==> src/rtl/lab_pkg.sv <==
`default_nettype none
// ============================================================================
//  Module      : lab_pkg
//  Description : Shared types and constants for the parameter-edit UI.
//                UI mode encoding, KEY bit assignments and autorepeat timing
//                (the latter used only when PARAM_AUTOREPEAT_EN is defined).
//  Revision    : 1.0  initial release
// ============================================================================
package lab_pkg;

    typedef enum logic [1:0] {
        UI_SEL_FX    = 2'd0,
        UI_SEL_PARAM = 2'd1,
        UI_EDIT      = 2'd2
    } ui_mode_t;

    localparam int KEY_INC_IDX  = 0;
    localparam int KEY_DEC_IDX  = 1;
    localparam int KEY_NEXT_IDX = 2;
    localparam int KEY_BACK_IDX = 3;

    // Hold time before the first repeat step, then the repeat period.
    localparam int AUTOREPEAT_HOLD_CYC = 25_000_000;
    localparam int AUTOREPEAT_RATE_CYC = 5_000_000;
    localparam int AUTOREPEAT_CNT_W    = $clog2(AUTOREPEAT_HOLD_CYC);

endpackage : lab_pkg
`default_nettype wire

==> src/rtl/key_edge_detect.sv <==
`default_nettype none
// ============================================================================
//  Module      : key_edge_detect
//  Description : Per-key two-flop synchroniser for active-low push buttons
//                with a press pulse (registered high->low edge) and a
//                synchronised "held" level.
//  Ports       : clk_i      - clock
//                rst_ni     - synchronous active-low reset
//                key_n_i    - raw active-low keys
//                press_o    - one-cycle pulse per push
//                held_o     - 1 while the synchronised key is down
//  Revision    : 1.0  initial release
// ============================================================================
module key_edge_detect #(
    parameter int N = 4
) (
    input  logic         clk_i,
    input  logic         rst_ni,
    input  logic [N-1:0] key_n_i,
    output logic [N-1:0] press_o,
    output logic [N-1:0] held_o
);

    logic [N-1:0] sync1_q;
    logic [N-1:0] sync2_q;
    logic [N-1:0] prev_q;

    // Reset to "released" so a key already down at reset is not a press.
    always_ff @(posedge clk_i) begin
        if (!rst_ni) begin
            sync1_q <= '1;
            sync2_q <= '1;
            prev_q  <= '1;
        end else begin
            sync1_q <= key_n_i;
            sync2_q <= sync1_q;
            prev_q  <= sync2_q;
        end
    end

    // Pulse is high in the cycle after the second sync stage sees the key
    // down, so the controller acts on the third edge after first sampling.
    assign press_o = prev_q & ~sync2_q;
    assign held_o  = ~sync2_q;

endmodule : key_edge_detect
`default_nettype wire

==> src/rtl/param_edit_ctrl.sv <==
`default_nettype none
// ============================================================================
//  Module      : param_edit_ctrl
//  Description : Parameter-edit UI controller for the effects chain. KEY
//                presses select effect/parameter and edit values; the
//                parameter store lives here; committed edits go out over a
//                valid/ready write port.
//  Ports       : CLOCK_50, reset_n (sync, active-low), KEY[3:0] (active-low:
//                INC, DEC, NEXT, BACK), SW[9:0] (SW[1] coarse step),
//                fx_sel/param_sel/current_value/ui_mode/dirty -> display,
//                wr_valid/wr_ready/wr_fx/wr_param/wr_data -> FX datapath.
//  Options     : PARAM_AUTOREPEAT_EN - held INC/DEC repeats in UI_EDIT.
//  Revision    : 1.0  initial release
// ============================================================================
module param_edit_ctrl
    import lab_pkg::*;
#(
    parameter int FX_COUNT    = 16,
    parameter int PARAM_COUNT = 8,
    parameter int PARAM_W     = 8,
    parameter int PARAM_INIT  = 128,
    parameter int COARSE_STEP = 16,
    localparam int FXW = $clog2(FX_COUNT),
    localparam int PXW = $clog2(PARAM_COUNT)
) (
    input  logic               CLOCK_50,
    input  logic               reset_n,
    input  logic [3:0]         KEY,
    input  logic [9:0]         SW,
    output logic [FXW-1:0]     fx_sel,
    output logic [PXW-1:0]     param_sel,
    output logic [PARAM_W-1:0] current_value,
    output logic [1:0]         ui_mode,
    output logic               dirty,
    output logic               wr_valid,
    input  logic               wr_ready,
    output logic [FXW-1:0]     wr_fx,
    output logic [PXW-1:0]     wr_param,
    output logic [PARAM_W-1:0] wr_data
);

    localparam logic [FXW-1:0]     FX_MAX   = FXW'(FX_COUNT - 1);
    localparam logic [PXW-1:0]     PAR_MAX  = PXW'(PARAM_COUNT - 1);
    localparam logic [PARAM_W-1:0] VAL_INIT = PARAM_W'(PARAM_INIT);

    // ------------------------------------------------------------------
    // Key synchronisation
    // ------------------------------------------------------------------
    logic [3:0] key_press;
    logic [3:0] key_held;

    key_edge_detect #(.N(4)) u_keys (
        .clk_i   (CLOCK_50),
        .rst_ni  (reset_n),
        .key_n_i (KEY),
        .press_o (key_press),
        .held_o  (key_held)
    );

    // Priority: BACK > NEXT > INC/DEC; INC with DEC cancels out.
    logic ev_back, ev_next, ev_inc, ev_dec;
    assign ev_back = key_press[KEY_BACK_IDX];
    assign ev_next = key_press[KEY_NEXT_IDX] & ~ev_back;
    assign ev_inc  = key_press[KEY_INC_IDX] & ~key_press[KEY_DEC_IDX] & ~ev_back & ~ev_next;
    assign ev_dec  = key_press[KEY_DEC_IDX] & ~key_press[KEY_INC_IDX] & ~ev_back & ~ev_next;

    // ------------------------------------------------------------------
    // State and storage
    // ------------------------------------------------------------------
    ui_mode_t             state_q, state_d;
    logic [FXW-1:0]       fx_q, fx_d;
    logic [PXW-1:0]       param_q, param_d;
    logic [PARAM_W-1:0]   edit_q, edit_d;
    logic                 wr_valid_q, wr_valid_d;
    logic [FXW-1:0]       wr_fx_q, wr_fx_d;
    logic [PXW-1:0]       wr_param_q, wr_param_d;
    logic [PARAM_W-1:0]   wr_data_q, wr_data_d;
    logic                 commit;

    logic [PARAM_W-1:0]   store_q [FX_COUNT][PARAM_COUNT];
    logic [PARAM_W-1:0]   stored_val;

    assign stored_val = store_q[fx_q][param_q];

    // ------------------------------------------------------------------
    // Saturating step arithmetic (one extra bit catches carry/borrow)
    // ------------------------------------------------------------------
    logic [PARAM_W-1:0] step;
    logic [PARAM_W:0]   inc_sum;
    logic [PARAM_W:0]   dec_diff;
    logic [PARAM_W-1:0] inc_val;
    logic [PARAM_W-1:0] dec_val;

    assign step     = SW[1] ? PARAM_W'(COARSE_STEP) : PARAM_W'(1);
    assign inc_sum  = {1'b0, edit_q} + {1'b0, step};
    assign dec_diff = {1'b0, edit_q} - {1'b0, step};
    assign inc_val  = inc_sum[PARAM_W]  ? '1 : inc_sum[PARAM_W-1:0];
    assign dec_val  = dec_diff[PARAM_W] ? '0 : dec_diff[PARAM_W-1:0];

    // ------------------------------------------------------------------
    // Optional autorepeat of held INC/DEC while editing
    // ------------------------------------------------------------------
    logic rep_inc, rep_dec;

`ifdef PARAM_AUTOREPEAT_EN
    logic [AUTOREPEAT_CNT_W-1:0] rep_cnt_q, rep_cnt_d;
    logic                        rep_armed_q, rep_armed_d;
    logic                        rep_fire;
    logic                        rep_active;
    logic [AUTOREPEAT_CNT_W-1:0] rep_limit;

    // Exactly one of INC/DEC held, and only in UI_EDIT; anything else
    // (release, both held, mode change) clears the counter.
    assign rep_active = (state_q == UI_EDIT) &&
                        (key_held[KEY_INC_IDX] ^ key_held[KEY_DEC_IDX]);
    assign rep_limit  = rep_armed_q ? AUTOREPEAT_CNT_W'(AUTOREPEAT_RATE_CYC - 1)
                                    : AUTOREPEAT_CNT_W'(AUTOREPEAT_HOLD_CYC - 1);

    always_comb begin
        rep_cnt_d   = rep_cnt_q;
        rep_armed_d = rep_armed_q;
        rep_fire    = 1'b0;
        if (!rep_active) begin
            rep_cnt_d   = '0;
            rep_armed_d = 1'b0;
        end else if (rep_cnt_q == rep_limit) begin
            rep_fire    = 1'b1;
            rep_cnt_d   = '0;
            rep_armed_d = 1'b1;
        end else begin
            rep_cnt_d   = rep_cnt_q + 1'b1;
        end
    end

    always_ff @(posedge CLOCK_50) begin
        if (!reset_n) begin
            rep_cnt_q   <= '0;
            rep_armed_q <= 1'b0;
        end else begin
            rep_cnt_q   <= rep_cnt_d;
            rep_armed_q <= rep_armed_d;
        end
    end

    assign rep_inc = rep_fire & key_held[KEY_INC_IDX];
    assign rep_dec = rep_fire & key_held[KEY_DEC_IDX];
`else
    assign rep_inc = 1'b0;
    assign rep_dec = 1'b0;
`endif

    logic unused_inputs;
    assign unused_inputs = ^{SW[9:2], SW[0], key_held};

    // ------------------------------------------------------------------
    // Next-state / datapath decode
    // ------------------------------------------------------------------
    always_comb begin
        state_d    = state_q;
        fx_d       = fx_q;
        param_d    = param_q;
        edit_d     = edit_q;
        wr_valid_d = wr_valid_q;
        wr_fx_d    = wr_fx_q;
        wr_param_d = wr_param_q;
        wr_data_d  = wr_data_q;
        commit     = 1'b0;

        if (wr_valid_q && wr_ready) begin
            wr_valid_d = 1'b0;
        end

        case (state_q)
            UI_SEL_FX: begin
                if (ev_back) begin
                    state_d = UI_SEL_FX;
                end else if (ev_next) begin
                    state_d = UI_SEL_PARAM;
                end else if (ev_inc) begin
                    fx_d = (fx_q == FX_MAX) ? '0 : fx_q + 1'b1;
                end else if (ev_dec) begin
                    fx_d = (fx_q == '0) ? FX_MAX : fx_q - 1'b1;
                end
            end

            UI_SEL_PARAM: begin
                if (ev_back) begin
                    state_d = UI_SEL_FX;
                end else if (ev_next) begin
                    state_d = UI_EDIT;
                    edit_d  = stored_val;
                end else if (ev_inc) begin
                    param_d = (param_q == PAR_MAX) ? '0 : param_q + 1'b1;
                end else if (ev_dec) begin
                    param_d = (param_q == '0) ? PAR_MAX : param_q - 1'b1;
                end
            end

            UI_EDIT: begin
                if (ev_back) begin
                    state_d = UI_SEL_PARAM;
                end else if (ev_next) begin
                    // A commit while the previous write is outstanding is
                    // ignored so the held write payload never changes.
                    if (!wr_valid_q) begin
                        commit     = 1'b1;
                        state_d    = UI_SEL_PARAM;
                        wr_valid_d = 1'b1;
                        wr_fx_d    = fx_q;
                        wr_param_d = param_q;
                        wr_data_d  = edit_q;
                    end
                end else if (ev_inc || rep_inc) begin
                    edit_d = inc_val;
                end else if (ev_dec || rep_dec) begin
                    edit_d = dec_val;
                end
            end

            default: begin
                state_d = UI_SEL_FX;
            end
        endcase
    end

    // ------------------------------------------------------------------
    // Registers
    // ------------------------------------------------------------------
    always_ff @(posedge CLOCK_50) begin
        if (!reset_n) begin
            state_q    <= UI_SEL_FX;
            fx_q       <= '0;
            param_q    <= '0;
            edit_q     <= VAL_INIT;
            wr_valid_q <= 1'b0;
            wr_fx_q    <= '0;
            wr_param_q <= '0;
            wr_data_q  <= '0;
        end else begin
            state_q    <= state_d;
            fx_q       <= fx_d;
            param_q    <= param_d;
            edit_q     <= edit_d;
            wr_valid_q <= wr_valid_d;
            wr_fx_q    <= wr_fx_d;
            wr_param_q <= wr_param_d;
            wr_data_q  <= wr_data_d;
        end
    end

    always_ff @(posedge CLOCK_50) begin
        if (!reset_n) begin
            for (int f = 0; f < FX_COUNT; f++) begin
                for (int p = 0; p < PARAM_COUNT; p++) begin
                    store_q[f][p] <= VAL_INIT;
                end
            end
        end else if (commit) begin
            store_q[fx_q][param_q] <= edit_q;
        end
    end

    // ------------------------------------------------------------------
    // Outputs
    // ------------------------------------------------------------------
    assign fx_sel        = fx_q;
    assign param_sel     = param_q;
    assign ui_mode       = state_q;
    assign wr_valid      = wr_valid_q;
    assign wr_fx         = wr_fx_q;
    assign wr_param      = wr_param_q;
    assign wr_data       = wr_data_q;
    assign current_value = (state_q == UI_EDIT) ? edit_q : stored_val;
    assign dirty         = (state_q == UI_EDIT) && (edit_q != stored_val);

endmodule : param_edit_ctrl
`default_nettype wire

==> config.mk <==
export PLATFORM = sky130hd
export DESIGN_NAME = param_edit_ctrl
export DESIGN_NICKNAME = d
export VERILOG_FILES = /design/src/rtl/lab_pkg.sv /design/src/rtl/key_edge_detect.sv /design/src/rtl/param_edit_ctrl.sv
export SDC_FILE = /design/constraint.sdc
export NUM_CORES = 2
export LEC_CHECK = 0
export ABC_AREA = 0
export ABC_CLOCK_PERIOD_IN_PS = 3600
export CORE_UTILIZATION = 35
export CTS_BUF_LIST = sky130_fd_sc_hd__clkbuf_4 sky130_fd_sc_hd__clkbuf_8
export DETAILED_ROUTE_END_ITERATION = 10
export PLACE_DENSITY = 0.59
export REMOVE_ABC_BUFFERS = 1
export SETUP_SLACK_MARGIN = 0.4
export SKIP_CTS_REPAIR_TIMING = 1
export SLEW_MARGIN = 15
export SYNTH_ARGS = -nofsm -noshare
export SYNTH_HDL_FRONTEND = slang
export SYNTH_HIERARCHICAL = 1
export SYNTH_SLANG_ARGS = --single-unit
==> constraint.sdc <==
create_clock -name CLOCK_50 -period 3.6 [get_ports CLOCK_50]
set_input_delay 0.36 -clock CLOCK_50 [delete_from_list [all_inputs] [get_ports CLOCK_50]]
set_output_delay 0.36 -clock CLOCK_50 [all_outputs]
set_load 0.02 [all_outputs]
* Word level (Yosys, flattened, before mapping)
Memories as Yosys holds them, arrays and structs flattened. A register that Yosys moved wholly into a read port is not among the register bits. Index checks and enable logic that the tools add are counted.
Word-level totals: output and inout port bits 34, input bits 17, register bits 45, bits in writable memories 1024, memories kept 1
Cells by class: reduce and logical (&&, ||, !) cells 14, eq/ne operators 14, add/sub/neg operators 6, mux-type cells 50, magnitude comparators 2, bitwise operators 15
Memories:
- store_q | depth 16, bits a word 64, rd ports 1, clocked after memory_dff 1, wr ports 16, line param_edit_ctrl.sv:80 | logic [PARAM_W-1:0] store_q [FX_COUNT][PARAM_COUNT];
Operators by type and width (count):
- two-way mux 64 bit | 3
- two-way mux 8 bit | 12
- OR reduction 64 bit | 1
- two-way mux 4 bit | 7
- binary-select mux 8 bit (select 3 bit) | 1
- demux 8 bit (select 3 bit) | 1
- one-hot mux 8 bit (2 select lines) | 1
- AND reduction 4 bit | 4
- != test 3 bit, second input constant | 5
- two-way mux 2 bit | 7
- two-way mux 1 bit | 12
- two-way mux 3 bit | 4
- adder 8 x 5 -> 9 bit | 1
- subtractor 8 x 5 -> 9 bit | 1
- != test 2 bit, second input constant | 4
- != test 8 bit | 1
- bitwise AND 1 bit | 7
- one-hot mux 2 bit (3 select lines) | 1
- AND reduction 6 bit | 1
- two-way mux 5 bit | 1
- inverter 1 bit | 5
- adder 4 x 1 -> 4 bit, second input constant | 1
- bitwise AND 4 bit | 1
- equality test 4 bit, second input constant | 1
- 15 further kinds | 18

* Depth between registers and ports, before layout
depth in word-level cells 12, mapped depth 13, gate-level depth less buffers 11

* Hierarchy
The synthesis kept the hierarchy.
By module, submodules not included:
- param_edit_ctrl | area each 49892.9 µm², sequential area each 31490.2 µm², times used 1, cells an instance 3635
- key_edge_detect | area each 379.1 µm², sequential area each 240.2 µm², times used 1, cells an instance 33

* Least setup slack after synthesis
Ideal clock, no wire load.
kind register to output, from reg with a tool-made name, to out dirty, arrival time 2961 ps, data required time 3240 ps, path buffers 5, path slack 279 ps, cell stages (with the launch flop) 12, cells stage by stage dfxtp_1 -> buf_6 -> buf_12 -> buf_6 -> buf_6 -> buf_2 -> mux4_2 -> a32oi_1 -> o21ai_0 -> or3_1 -> xnor2_1 -> a41oi_1
RTL lines:
- end, declared | line param_edit_ctrl.sv:34 | output logic dirty,

==> results.md <==
- Die Ht: 381 µm
- Die width: 381 µm
- Top delay family on crit path: buffers and inverters
- Status: finished with violations
- Most used cell, CP: buf_12
- CP Capture Type: output port
- Initial DRC count: 3807
- Setup TNS Final: -7.05 ns
- Hold Path Class: primary input to flop
- Core Region: 142000 µm²
- GP Congestion: 0.976
- Setup CP Type: flop to output port
- Initial antenna violation count: 2
- Full die area: 145000 µm²
- Cell count along the critical path: 16
- Clk_skew: 0.0519 ns
- Worst path cell trace: buf_12 > buf_12 > buf_12 > buf_16 > mux4_2 > mux2i_4 > buf_6 > o22ai_4 > nor4_2 > buf_4 > nand2_1 > xnor2_1 > a2111oi_4 > a41oi_4 > buf_6 > buf_4
- Place WS: -1.13 ns
- CP max FO: 8
- Min Hold Slack: 0.0302 ns
- First-pass GRT wire length: 226000 µm
- Final setup violation count: 9
- DP Wirelength: 103000 µm
- Clock sinks: 1073
- Drt pass-1 iters: 6
- Largest net degree at the start of global routing: 174
- FP Rows: 138
- RSZ-0062 raised after global routing: yes
- Clock buffer count from CTS: 176
- Reg clk slew, reported paths: 0.07 ns
- R2R depth: 15
- Endpoints failing hold: 0
- CTS tree: built
- Final worst slack: -1.28 ns
- Critical path buffers and inverters: 8
- Pwr Density: 456 nW/µm²
- Final Power: 28.0 mW
- Failing checks: setup timing
- Measured slew at the worst slew-check pin: 0.984 ns
- Layout cells sized above 1: 0.300
- Register area: 31800 µm²
- Routed Antenna Nets: 0
- Mean Syn Cell Area: 13.7 µm²
- Routed length per placed instance: 25.3 µm
- Nets: 4206
- Core Util, Final: 0.432
- Ports: 51
- Final min period: 4.88 ns
- Relative slew slack: 0.344
- Final Cycle Share: 1.35
- Worst-Skew Late Latency: 0.91 ns
- Slew Limit Fails: 0
- Area of the mapped netlist: 50300 µm²
- Vias per Instance: 5.43
- Ys Warns: 6
- CP required: 3.24 ns
- Multi-input logic area: 17600 µm²
- Clock tree buffer depth: 3
- CTS Root Cell: clkbuf_8
- Synth Instances: 3664
- Worst EP arrival: 4.52 ns
- Hold path cells: 2
- Via count: 33700
- Slowest stage delay, CP: 0.53 ns
- Fill count: 12800
- Depth of the CTS H-tree: 4
- Max cap viols: 0
- GR Overflow Total: 0
- Area Growth Syn to Fin: 22.1%
- LEAKAGE: 21.2 nW
- Critical Path Start Type: flop
- Port buffer count: 41
- Starting Density: 0.354
- VDD IR max: 405 µV
- Overall Global Routing Usage: 0.210
- Final wirelength: 157000 µm
- Via count of the first global-routing pass: 32800
- Fmax: 205 MHz
- Drc violations: 0
- Slowest CP cell: mux4_2
## worst reg2reg max path, delay by kind of cell, from the launching register on
kind	cells	cell delay [ns]
buffers and inverters	8	1.11
and+or+nand+nor	4	1.07
muxes	1	0.50
DFF	1	0.40
AOI/OAI and AO/OA	2	0.27
## state kept, by name (all words and copies together), names as in the netlist, named ones only
name / cells
u_keys/prev_q: 4
edit_q: 8
wr_valid: 1
param_sel: 3
fx_sel: 4
wr_param: 3
wr_fx: 4
ui_mode: 2
wr_data: 8
u_keys/sync2_q: 4
u_keys/sync1_q: 4
store_q: 1024
## worst paths after layout
path,from,to,slack (ns)
setup / recovery,flop,dirty,-1.28
hold / removal,KEY[2],u_keys/sync1_q[2],0.03
setup reg to reg,flop,edit_q[7],0.08
hold reg to reg,u_keys/sync1_q[0],u_keys/sync2_q[0],0.42
## per-stage QoR
step                std cells  instance area [µm²]
floorplan                3299                48700
global placement         5786                56200
detailed placement       5786                56200
CTS                      6102                59500
global route             6204                61300
finish                   6204                61300
## metal layers
layer  vias up  track usage  wire length (µm)
met5         -            0                 0
met4         0       0.0817              6290
met3       341       0.0428             12600
met2      1467        0.326             72400
met1     17100        0.287             65400
li1      14800            -                 -
## cell usage in the layout, fill, tap and decap left out, drive strengths merged, types with 9 or more instances in the layout
cell	n
edfxtp	1024
nor3	266
nand2	123
clkdlybuf4s50	31
a22oi	18
mux4	210
nand3	41
nand4	21
a21oi	25
o211ai	15
o21ai	155
nor2	182
clkbuf	255
or3	133
a211oi	9
nand2b	24
inv	16
clkinv	63
dfxtp	49
ha	14
a21boi	22
o22ai	33
and2	646
buf	655
mux2i	154
nor2b	20
## where the power goes
part	internal [mW]	switching, mW
logic	1.53	1.84
clock network	5.46	5.00
registers	14.0	0.150
## cell type report
type | count | share of cell area
well taps | 1890 | 0.0386
diodes | 1 | 0.0000408
inverters | 12 | 0.000857
clock inverters | 73 | 0.00643
repair buffers | 698 | 0.102
multi-input cells | 2214 | 0.286
clock buffers | 243 | 0.0483
flip-flops and latches | 1073 | 0.518
Note: power is estimated with default switching activity, not from simulation.
